## config.mk

```make
export PLATFORM = sky130hd
export DESIGN_NAME = v_instr_queue_flat
export DESIGN_NICKNAME = d
export VERILOG_FILES = /design/src/rtl/v_instr_queue_pkg.sv /design/src/rtl/v_instr_queue_if.sv /design/src/rtl/v_instr_queue_mem.sv /design/src/rtl/v_instr_queue.sv /design/src/flat_wrapper.sv
export SDC_FILE = /design/constraint.sdc
export NUM_CORES = 1
export LEC_CHECK = 0
export ABC_AREA = 1
export ABC_CLOCK_PERIOD_IN_PS = 6300
export CAP_MARGIN = 40
export CORE_MARGIN = 2
export CORE_UTILIZATION = 50
export CTS_CLUSTER_DIAMETER = 80
export CTS_CLUSTER_SIZE = 25
export DETAILED_ROUTE_END_ITERATION = 16
export MAX_ROUTING_LAYER = met4
export PLACE_DENSITY = 0.86
export SYNTH_ARGS = -nofsm -noshare
export SYNTH_HDL_FRONTEND = slang
export SYNTH_SLANG_ARGS = --single-unit
```

## constraint.sdc

```tcl
create_clock -name clk -period 6.3 [get_ports clk]
set_clock_uncertainty 0.05 [all_clocks]
set_input_delay 1.575 -clock clk [delete_from_list [all_inputs] [get_ports clk]]
set_output_delay 1.575 -clock clk [all_outputs]
set_load 0.005 [all_outputs]
```

## src/rtl/v_instr_queue_pkg.sv

```systemverilog
// Shared types and constants for the vector instruction queue.
package v_instr_queue_pkg;

    localparam int unsigned VIQ_DEPTH_DEFAULT = 4;
    localparam int unsigned VIQ_XLEN          = 32;
    localparam int unsigned VIQ_ILEN          = 32;

    localparam logic [6:0] OPC_RTYPE = 7'h57;
    localparam logic [6:0] OPC_LTYPE = 7'h07;
    localparam logic [6:0] OPC_STYPE = 7'h27;

    typedef struct packed {
        logic [VIQ_ILEN-1:0] instr;
        logic [VIQ_XLEN-1:0] rs1;
        logic [VIQ_XLEN-1:0] rs2;
    } viq_entry_t;

    // True for the major opcodes the vector decoder understands.
    function automatic logic is_vec_opcode(input logic [6:0] opc);
        return (opc == OPC_RTYPE) || (opc == OPC_LTYPE) || (opc == OPC_STYPE);
    endfunction

endpackage

```

## src/rtl/v_instr_queue_if.sv

```systemverilog
// Issue-side and decoder-side handshake bundle of the vector instruction queue.
interface v_instr_queue_if #(
    parameter int unsigned XLEN = 32
);
    logic            in_valid;
    logic            in_ready;
    logic [31:0]     in_instr;
    logic [XLEN-1:0] in_rs1;
    logic [XLEN-1:0] in_rs2;
    logic            out_valid;
    logic            out_ready;
    logic [31:0]     out_instr;
    logic [XLEN-1:0] out_rs1;
    logic [XLEN-1:0] out_rs2;

    modport master (
        output in_valid, in_instr, in_rs1, in_rs2, out_ready,
        input  in_ready, out_valid, out_instr, out_rs1, out_rs2
    );

    modport slave (
        input  in_valid, in_instr, in_rs1, in_rs2, out_ready,
        output in_ready, out_valid, out_instr, out_rs1, out_rs2
    );
endinterface

```

## src/rtl/v_instr_queue_mem.sv

```systemverilog
// Entry storage: one synchronous write port, one asynchronous read port, no reset.
module v_viq_mem
    import v_instr_queue_pkg::*;
#(
    parameter int unsigned DEPTH = VIQ_DEPTH_DEFAULT
) (
    input  logic                     clk,
    input  logic                     i_we,
    input  logic [$clog2(DEPTH)-1:0] i_waddr,
    input  viq_entry_t               i_wdata,
    input  logic [$clog2(DEPTH)-1:0] i_raddr,
    output viq_entry_t               o_rdata
);

    viq_entry_t r_mem [DEPTH];

    always_ff @(posedge clk) begin
        if (i_we) begin
            r_mem[i_waddr] <= i_wdata;
        end
    end

    assign o_rdata = r_mem[i_raddr];

endmodule

```

## src/rtl/v_instr_queue.sv

```systemverilog
// Vector instruction queue between scalar issue and the vector decoder; drops non-vector opcodes.
// Optional same-cycle empty-queue bypass enabled by defining VIQ_BYPASS_EN.
module v_instr_queue
    import v_instr_queue_pkg::*;
#(
    parameter int unsigned DEPTH = VIQ_DEPTH_DEFAULT,
    parameter int unsigned XLEN  = VIQ_XLEN
) (
    input  logic                   clk,
    input  logic                   nrst,
    input  logic                   flush,
    v_instr_queue_if.slave         bus,
    output logic [$clog2(DEPTH):0] count,
    output logic                   illegal,
    output logic                   busy
);

    localparam int unsigned PW = $clog2(DEPTH);
    localparam int unsigned CW = PW + 1;

    logic [PW-1:0] r_head;
    logic [PW-1:0] r_tail;
    logic [CW-1:0] r_count;
    logic          r_illegal;

    logic       w_empty;
    logic       w_full;
    logic       w_legal;
    logic       w_bypass;
    logic       w_push_hs;
    logic       w_pop_hs;
    logic       w_wr_en;
    logic       w_rd_en;
    viq_entry_t w_wr_entry;
    viq_entry_t w_rd_entry;

    assign w_empty = (r_count == '0);
    assign w_full  = (r_count == CW'(DEPTH));
    assign w_legal = is_vec_opcode(bus.in_instr[6:0]);

`ifdef VIQ_BYPASS_EN
    assign w_bypass = w_empty && bus.in_valid && w_legal && !flush;
`else
    assign w_bypass = 1'b0;
`endif

    // in_ready looks only at the registered count, never at out_ready.
    assign bus.in_ready  = !w_full;
    assign bus.out_valid = !w_empty || w_bypass;

    assign w_push_hs = bus.in_valid && !w_full;
    assign w_pop_hs  = bus.out_valid && bus.out_ready;
    // A bypassed instruction taken by the decoder in the same cycle never lands in storage.
    assign w_wr_en   = w_push_hs && w_legal && !(w_bypass && bus.out_ready);
    assign w_rd_en   = w_pop_hs && !w_empty;

    assign w_wr_entry.instr = bus.in_instr;
    assign w_wr_entry.rs1   = VIQ_XLEN'(bus.in_rs1);
    assign w_wr_entry.rs2   = VIQ_XLEN'(bus.in_rs2);

    v_viq_mem #(
        .DEPTH (DEPTH)
    ) u_mem (
        .clk     (clk),
        .i_we    (w_wr_en),
        .i_waddr (r_tail),
        .i_wdata (w_wr_entry),
        .i_raddr (r_head),
        .o_rdata (w_rd_entry)
    );

    // Head presentation: bypass input, stored head, or zeros when empty.
    always_comb begin
        bus.out_instr = '0;
        bus.out_rs1   = '0;
        bus.out_rs2   = '0;
        if (w_bypass) begin
            bus.out_instr = bus.in_instr;
            bus.out_rs1   = bus.in_rs1;
            bus.out_rs2   = bus.in_rs2;
        end else if (!w_empty) begin
            bus.out_instr = w_rd_entry.instr;
            bus.out_rs1   = XLEN'(w_rd_entry.rs1);
            bus.out_rs2   = XLEN'(w_rd_entry.rs2);
        end
    end

    always_ff @(posedge clk) begin
        if (!nrst) begin
            r_head    <= '0;
            r_tail    <= '0;
            r_count   <= '0;
            r_illegal <= 1'b0;
        end else if (flush) begin
            r_head    <= '0;
            r_tail    <= '0;
            r_count   <= '0;
            r_illegal <= 1'b0;
        end else begin
            if (w_wr_en) begin
                r_tail <= r_tail + PW'(1);
            end
            if (w_rd_en) begin
                r_head <= r_head + PW'(1);
            end
            case ({w_wr_en, w_rd_en})
                2'b10:   r_count <= r_count + CW'(1);
                2'b01:   r_count <= r_count - CW'(1);
                default: r_count <= r_count;
            endcase
            r_illegal <= w_push_hs && !w_legal;
        end
    end

    assign count   = r_count;
    assign illegal = r_illegal;
    assign busy    = !w_empty;

endmodule

```

## src/flat_wrapper.sv

```systemverilog
// flat-port wrapper written by rule: the top's interface ports become plain ports
module v_instr_queue_flat import v_instr_queue_pkg::*;
#(
    parameter int unsigned DEPTH = VIQ_DEPTH_DEFAULT,
    parameter int unsigned XLEN  = VIQ_XLEN
)
  (clk, nrst, flush, count, illegal, busy, bus_in_valid, bus_in_instr, bus_in_rs1, bus_in_rs2, bus_out_ready, bus_in_ready, bus_out_valid, bus_out_instr, bus_out_rs1, bus_out_rs2);
  v_instr_queue_if #(.XLEN(XLEN)) bus_i ();
  input  logic clk;
  input  logic nrst;
  input  logic flush;
  output logic [$clog2(DEPTH):0] count;
  output logic illegal;
  output logic busy;
  input wire logic [$bits(bus_i.in_valid)-1:0] bus_in_valid;
  input wire logic [$bits(bus_i.in_instr)-1:0] bus_in_instr;
  input wire logic [$bits(bus_i.in_rs1)-1:0] bus_in_rs1;
  input wire logic [$bits(bus_i.in_rs2)-1:0] bus_in_rs2;
  input wire logic [$bits(bus_i.out_ready)-1:0] bus_out_ready;
  output wire logic [$bits(bus_i.in_ready)-1:0] bus_in_ready;
  output wire logic [$bits(bus_i.out_valid)-1:0] bus_out_valid;
  output wire logic [$bits(bus_i.out_instr)-1:0] bus_out_instr;
  output wire logic [$bits(bus_i.out_rs1)-1:0] bus_out_rs1;
  output wire logic [$bits(bus_i.out_rs2)-1:0] bus_out_rs2;
  assign bus_i.in_valid = bus_in_valid;
  assign bus_i.in_instr = bus_in_instr;
  assign bus_i.in_rs1 = bus_in_rs1;
  assign bus_i.in_rs2 = bus_in_rs2;
  assign bus_i.out_ready = bus_out_ready;
  assign bus_in_ready = bus_i.in_ready;
  assign bus_out_valid = bus_i.out_valid;
  assign bus_out_instr = bus_i.out_instr;
  assign bus_out_rs1 = bus_i.out_rs1;
  assign bus_out_rs2 = bus_i.out_rs2;
  v_instr_queue #(.DEPTH(DEPTH), .XLEN(XLEN)) u_core (.clk(clk), .nrst(nrst), .flush(flush), .bus(bus_i), .count(count), .illegal(illegal), .busy(busy));
endmodule
```

==> results.toml <==
[cts]
cts.clk_slew.worst_paths_ps = 90
htree_levels = 1
tritoncts = "done"
cts_hold_buf = 0
cts.sinks = 394
cts_setup_buffers = 0
ctsResizeCount = 0
cts_buffers = 19
cts.path.max_buffers = 3
root_buffer = "clkbuf_16"
insertion_delay_ps = 520

[sta]
finalSetupViolCount = 0
worst_pin_slew_ps = 908
period_share_pct = 80.2
max_clock_freq_mhz = 198
slew_headroom_pct = 39.5
setup_slack_ps = 1250
rsz0062_at_grt = "no"
fin_crit_ps = 5050
hold_viol_final = 0
slew_violations = 0
fin_setup_tns_ps = 0
timing.hold.ws_ps = 412

[routing]
ant_nets = 0
wire_per_inst_um = 18.7
firstDrtPassIters = 5
drcViolationCount = 0
first_iter_violations = 903
via_per_inst = 5.47
vias = 9816
drt-total-wl_um = 33600

[setup_path]
crit_fanout = 84
r2r-start = "u_core.count[0]$_SDFFE_PP0P_"
rrSetupSlack_ps = 3790
regToRegEndpoint = "u_core.count[2]$_SDFFE_PP0P_"
crit_type = "reg2out"
reg2reg_depth = 12
cp_data_arrival_time_ps = 3430
endpoint = "bus_out_rs2[7]"
end_kind = "primary output"
required_ps = 4680
start_kind = "flip-flop"

[power]
power_density_nw_per_um2 = 236
ir_drop_uv = 224
p_leak_nw = 5.96

[min_path]
hold_path_class = "reg2reg"
min_path_cells = 2
hp-start = "u_core.r_head[1]$_SDFFE_PP0P_"

[logic_synthesis]
synth_cell_types = 19
synth_nets = 1326
syn_inst = 1219
yosys_warnings = 0
ys_seq_area_share_pct = 76.3
synth_top_area_cell = "edfxtp_1"
synth_area_leaders = "edfxtp_1, nor2_1, o21ai_0"
synth_area_um2 = 15400
ys_ff_latch = 394
avgSynthCellArea_um2 = 12.6
yosysTopAreaCellShare_pct = 75.0

[cells_and_area]
final_core_util_pct = 60.1
drive_gt1_share_pct = 3.44
fin_cells = 1793
num-fill-cells = 2237
fin_nets = 1494
area_delta_synth_final_pct = 18.9

[place]
dp.cells = 1762
hpwlAfterDp_um = 19500
place_congestion = 0.753
pre_cts_ws_ps = 1810
io_buffer_count = 203

[global_route]
overflow = 0
antenna_found_initial = 3
grtUsageTotal_pct = 20.9
grt_start_max_net_pins = 87
grt_pass1_wl_um = 50500
grt_pass1_vias = 9586

[run]
cap_violations = 0

[floorplan]
die_width_um = 179
ios = 204
coreArea_um2 = 30400
num_rows = 64
die_area_um2 = 32200
die_h_um = 179
initial_core_util_pct = 50.5

[run_status]
outcome = "completed"
where the power goes:
part | internal, mW | switching, mW | leakage [nW]
Combinational | 0.0636 | 0.0494 | 2.17
Sequential | 2.87 | 0.00146 | 3.53
Clock | 0.602 | 0.733 | 0.258
cells in the mapped netlist:
cell,n
a21oi_1,103
nand2_1,14
fa_1,1
clkbuf_4,2
nand3_1,5
clkbuf_1,27
edfxtp_1,384
buf_4,18
buf_1,7
buf_2,20
dfxtp_1,10
nor3_1,1
o21ai_1,23
inv_2,3
o21ai_0,172
nor2_1,400
or2_2,1
inv_1,23
ha_1,5
critical path: stages (launching register included):
cell,delay [ps]
dfxtp_4,880
buf_4,790
nor2_1,140
nor2_1,140
o21ai_0,100
a21oi_1,240
clkdlybuf4s50_1,550
cell families after synthesis:
family | count (synthesis) | synth area share (%)
AO/OA/AOI/OAI | 298 | 9.70
buffers and inverters | 100 | 3.09
flip-flops | 394 | 76.3
adder cells (fa/ha/maj) | 6 | 0.537
AND/OR/NAND/NOR | 421 | 10.3
placed cells by master (no fill, tap or decap):
master / synthesis / final
buf_4: 18 / 15
ha_1: 5 / 5
nor2_1: 400 / 396
clkdlybuf4s50_1: 0 / 203
edfxtp_1: 384 / 384
nor2_4: 0 / 4
dfxtp_1: 10 / 8
inv_4: 0 / 1
nor3_1: 1 / 1
nand2_1: 14 / 14
o21ai_1: 23 / 23
clkinv_1: 0 / 1
inv_1: 23 / 23
fa_1: 1 / 1
clkbuf_1: 27 / 7
diode_2: 0 / 3
clkinv_2: 0 / 2
nand3_1: 5 / 5
dfxtp_4: 0 / 2
o21ai_0: 172 / 172
or2_2: 1 / 1
clkbuf_16: 0 / 19
buf_12: 0 / 3
a21oi_1: 103 / 103
bufinv_16: 0 / 1
flip-flops by register name, summed over array words and instances (netlist names), named ones only:
register,flops
u_core.count,3
u_core.illegal,1
u_core.r_head,2
u_core.r_tail,2
u_core.u_mem.r_mem,384
stage by stage:
step           total power [mW]  area (um^2)
2_1_floorplan              2.95        15400
3_3_place_gp               3.04        17700
3_5_place_dp               3.05        17700
4_1_cts                    4.35        18300
5_1_grt                    4.46        18300
6_report                   4.32        18300
metal layers:
metal	track usage, %	wire length (um)	vias up
met3	4.39	2900	40
li1	-	-	4612
met4	4.57	575	0
met2	36.5	17000	434
met1	25.3	13100	4730
met5	-	0	-
how the worst min path moves through the flow:
stage	to	slack [ps]
CTS	flip-flop	420
finish	flip-flop	410
floorplan	flip-flop	380
global placement	flip-flop	380
detailed placement	flip-flop	400
global route	flip-flop	440
area by class of cell:
class                           count  area, um^2  share of cell area (%)
Clock inverter                      2        33.8                   0.185
Inverter                           26         103                   0.561
Multi-Input combinational cell    725        3190                    17.5
Timing Repair Buffer              221        2200                    12.1
Antenna cell                        3        7.51                  0.0411
Sequential cell                   394       11700                    64.2
Clock buffer                       26         502                    2.74
Tap cell                          396         495                    2.71
No activity file was read; power rests on OpenSTA's default activity.
==> variant 1: new RTL, same settings <==
Make the reset (`nrst`) asynchronous in one clocked block.
--- a/src/rtl/v_instr_queue.sv
+++ b/src/rtl/v_instr_queue.sv
@@ -85,7 +85,7 @@
         end
     end
 
-    always_ff @(posedge clk) begin
+    always_ff @(posedge clk or negedge nrst) begin
         if (!nrst) begin
             r_head    <= '0;
             r_tail    <= '0;
Behaviour: differs if nrst is asserted again (counterexample within 4 cycles, from zero or initial values and one cycle with nrst low); with nrst held inactive, the same outputs for 4 cycles.
==> variant 1 against the unedited design <==
Global-route usage is 0.30 points lower; synthesized area grew 0.50%; die area rose by 0.49%; largest cell class unchanged; via count shrank 0.21%; sequential cell count decreased by 2; design area rose by 0.36%; count of clock-buffer cells in the layout fell by 1; worst setup slack improved by 180 ps; synthesized cell count decreased by 0.74%; wire length grew 0.66%.
Power is not compared: it rests on default switching activity, and its combinational part moved more than twofold at a synthesized area within 25%.
==> variant 1: results (changes against the unedited design) <==
stage;metric;value;unit;change
run_status;run status;finished, final reports clean;;
timing;WHS;606;ps;+195 ps
worst_hold_path;hold path start;u_core.count[0]$_DFFE_PN0P_;;
logic_synthesis;asr flop ratio synth;2.04;%;+2.0 points
logic_synthesis;Syn Nets;1316;;-0.75%
global_routing;vias in the first global route;9687;;+1.1%
logic_synthesis;Area contributors post-synth;edfxtp_1 (75%), nor2_1 (9.5%), o21ai_0 (3.3%), a21oi_1 (3.2%), o21ai_1 (3.0%);;
cells_and_area;multi-input logic area;3210;um2;+0.35%
logic_synthesis;Avg Cell Area, Syn;12.8;um2;+1.3%
logic_synthesis;synthesis-stage register bit count;392;;-0.51%
setup_path;critical path's largest stage delay;640;ps;-240 ps
cells_and_area;clkbuf count;25;;-3.8%
logic_synthesis;register area share after synthesis;75.9;%;-0.38 points
timing;fmax;205;MHz;+3.6%
placement;post-place setup slack;1930;ps;+121 ps
logic_synthesis;adder-cell share of the synthesized area;0.454;%;-0.084 points
cells_and_area;nets@finish;1481;;-0.87%
logic_synthesis;most frequent cells after synthesis;nor2_1 (392), edfxtp_1 (384), o21ai_0 (102);;
drt;First-pass DRT Iterations;5;;unchanged
timing;Worst Tran Pin Value;859;ps;-48.9 ps
cells_and_area;sequential share of cell area;64.0;%;-0.23 points
placement;placed cell area;17800;um2;+0.37%
setup_path;CP max FO;49;;-42%
cells_and_area;non-clock buffer count;220;;-0.45%
setup_path;Worst R2R End;u_core.u_mem.r_mem[3][90]$_DFFE_PP_;;
setup_path;r2r setup slk;3710;ps;-80 ps
placement;DP HPWL;19800;um;+1.5%
cells_and_area;fillers;2317;;+3.6%
drt;Vias per Instance;5.51;;+0.63%
setup_path;CP Capture Point;bus_out_instr[19];;
clock_network;clk slew on worst S/H paths;90;ps;about the same
global_routing;first-pass GRT wire length;52000;um;+2.9%
logic_synthesis;post-synthesis compound-gate area fraction;9.60;%;-0.11 points
global_routing;largest net degree at the start of global routing;97;;+11%
drt;First DRT Iteration DRCs;1017;;+13%
placement;RePlAce Congestion;0.841;;+12%
setup_path;R2R cell count;5;;-7
setup_path;Critical Path AT;3250;ps;-180 ps
cells_and_area;diode count;1;;-2
logic_synthesis;xor and xnor area share after synthesis;0.0567;%;+0.057 points
global_routing;Total Routing Usage GR;20.6;%;-0.30 points
global_routing;initial antenna violation count;1;;-2
setup_path;Critical-path top delay cell;clkinv_2;;
drt;Via Count;9795;;-0.21%
logic_synthesis;Distinct cells, synth;23;;+4
cells_and_area;number of non-clock inverters;19;;-27%
cells_and_area;#MultiIn Comb;723;;-0.28%
cells_and_area;Layout non-clock buf frac;12.4;%;+0.38 points
cells_and_area;share of layout cells above drive strength 1;3.91;%;+0.47 points
setup_path;cell family with most CP delay;buffers and inverters;;
drt;wire per inst;19.0;um;+1.5%
cells_and_area;clock-cell share of area;2.95;%;+0.024 points
logic_synthesis;Mapped Area;15400;um2;+0.50%
variant 1: cell count changes after synthesis, moves of 4 or more:
| cell | before | now |
|---|---|---|
| nand4_1 | 0 | 4 |
| clkbuf_2 | 0 | 16 |
| nor2_1 | 400 | 392 |
| buf_1 | 7 | 3 |
| o21ai_0 | 172 | 102 |
| buf_6 | 0 | 11 |
| buf_2 | 20 | 12 |
| clkbuf_1 | 27 | 16 |
| inv_1 | 23 | 15 |
| a21oi_1 | 103 | 99 |
| dfxtp_1 | 10 | 0 |
| dfrtp_1 | 0 | 8 |
| o21ai_1 | 23 | 93 |
variant 1: power breakdown:
group          total (mW)  switching, mW  internal, mW
Combinational        2.03           1.05         0.984
Clock                1.34          0.730         0.611
Sequential           2.93         0.0481          2.88
Total                6.30           1.83          4.48
variant 1: layer usage:
metal / GRT usage, % / up-vias / wire length [um]
met2: 35.6 / 375 / 17200
met3: 2.69 / 46 / 2140
met1: 26.4 / 4787 / 13800
li1: - / 4587 / -
met4: 4.46 / 0 / 700
met5: - / - / 0
==> variant 2: new RTL, config.mk and constraints unchanged <==
Without the edit above. Set the package constant `VIQ_XLEN` to 64 (it was 32).
--- a/src/rtl/v_instr_queue_pkg.sv
+++ b/src/rtl/v_instr_queue_pkg.sv
@@ -2,7 +2,7 @@
 package v_instr_queue_pkg;
 
     localparam int unsigned VIQ_DEPTH_DEFAULT = 4;
-    localparam int unsigned VIQ_XLEN          = 32;
+    localparam int unsigned VIQ_XLEN          = 64;
     localparam int unsigned VIQ_ILEN          = 32;
 
     localparam logic [6:0] OPC_RTYPE = 7'h57;
Interface: changed (resized bus_in_rs1, bus_in_rs2, bus_out_rs1 and bus_out_rs2); port bits go from 204 to 332. The function was not compared with the original's and may differ.
==> variant 2 against the unedited design <==
Wire length rose by 78%; power is 65% higher; design area is 65% higher; synthesized area rose by 65%; sequential share of layout area up 0.17 points; worst setup slack better by 37 ps; via count up 67%; sequential cell count is 256 higher; critical path type unchanged; largest cell class unchanged; highest routed layer unchanged.
==> variant 2: results (changes against the unedited design) <==
stage;metric;value;unit;change
power_and_ir_drop;Max VDD drop;0.200;mV;-11%
logic_synthesis;register area share after synthesis;76.4;%;+0.091 points
placement;DP HPWL;35600;um;+83%
drt;met2 routed WL;29900;um;+76%
clock_network;total CTS buffers;30;;+11
clock_network;later-pin clock latency in the skew report;590;ps;+70 ps
placement;RePlAce Congestion;0.869;;+15%
cells_and_area;nets@finish;2410;;+61%
setup_path;Critical Path AT;3390;ps;-40 ps
logic_synthesis;adder-cell share of the synthesized area;0.325;%;-0.21 points
logic_synthesis;xor and xnor area share after synthesis;0;%;unchanged
global_routing;Total Routing Usage GR;22.4;%;+1.4 points
logic_synthesis;Distinct cells, synth;20;;+1
setup_path;Critical-path top delay cell;buf_4;;
cells_and_area;Largest register FFs;640;;+67%
drt;met1 wire length;23500;um;+79%
logic_synthesis;post-synthesis compound-gate area fraction;9.65;%;-0.053 points
drt;Vias per Instance;5.59;;+2.2%
drt;WL met3;5120;um;+76%
power_and_ir_drop;leakage power;9.77;nW;+64%
cells_and_area;register with the most flip-flops;u_core.u_mem.r_mem;;
setup_path;critical path's largest stage delay;790;ps;-90 ps
global_routing;initial antenna violation count;11;;+8
logic_synthesis;Avg Cell Area, Syn;12.9;um2;+2.1%
global_routing;vias in the first global route;16293;;+70%
setup_path;CP max FO;82;;-2.4%
cells_and_area;non-filler cells, final;2934;;+64%
cells_and_area;fillers;3655;;+63%
drt;First-pass DRT Iterations;7;;+2
drt;Post-Route WL;59700;um;+78%
logic_synthesis;Syn Nets;2144;;+62%
logic_synthesis;Area contributors post-synth;edfxtp_1 (76%), nor2_1 (9.7%), o21ai_0 (4.4%), a21oi_1 (3.3%), o21ai_1 (2.0%);;
placement;IO buf count;331;;+63%
timing;Worst Tran Pin Value;960;ps;+52.2 ps
global_routing;first-pass GRT wire length;89600;um;+78%
global_routing;largest net degree at the start of global routing;161;;+85%
run_status;run status;finished, final reports clean;;
## variant 2: routing by layer
metal  up-vias  GRT usage (%)
met4         0           5.88
met2       730           37.5
met5         -              -
met1      8102           28.0
li1       7505              -
met3        75           4.33
## variant 2: cell families after synthesis
family          after synthesis
compound gates              490
fa+ha+maj                     6
buf+inv                     150
flops                       650
simple gates                677
## variant 2: final timing paths
check,from,endpoint,slack [ps],cells after the start
setup / recovery,flip-flop,bus_out_rs1[20],1290,6
hold / removal,u_core.r_head[1]$_SDFFE_PP0P_,flip-flop,460,2
setup reg to reg,u_core.count[1]$_SDFFE_PP0P_,u_core.u_mem.r_mem[3][48]$_DFFE_PP_,3530,7
hold reg to reg,u_core.r_head[1]$_SDFFE_PP0P_,flip-flop,460,2
## variant 2: worst reg2reg max path, delay by kind of cell, from the launching register on
kind	cells	cell delay (ps)
and+or+nand+nor	5	1200
buffers and inverters	2	660
DFF	1	430
## variant 2: layout make-up
type,count,area [um2],share of cell area [%]
repair buffers,358,3770,12.5
inverters,26,115,0.382
well taps,672,841,2.79
diodes,11,27.5,0.0912
clock buffers,40,820,2.72
clock inverters,4,56.3,0.187
flip-flops and latches,650,19400,64.4
multi-input cells,1173,5120,17.0
## variant 2: power breakdown
group	switching [mW]	total, mW	internal [mW]
clock network	1.23	2.19	0.957
logic	0.0804	0.184	0.103
registers	0.00209	4.75	4.75
total	1.32	7.12	5.81
## variant 2: per-stage QoR
step	util [%]	setup slack, ps	TNS, ps	instance area, um2	total power, mW
after floorplan	-	-434	-277520	25400	4.87
after global placement	58.0	1830	0	29100	5.02
after detailed placement	58.3	1820	0	29300	5.03
after CTS	60.1	1240	0	30100	7.16
after global routing	60.1	1040	0	30200	7.32
final	60.1	1290	0	30200	7.12
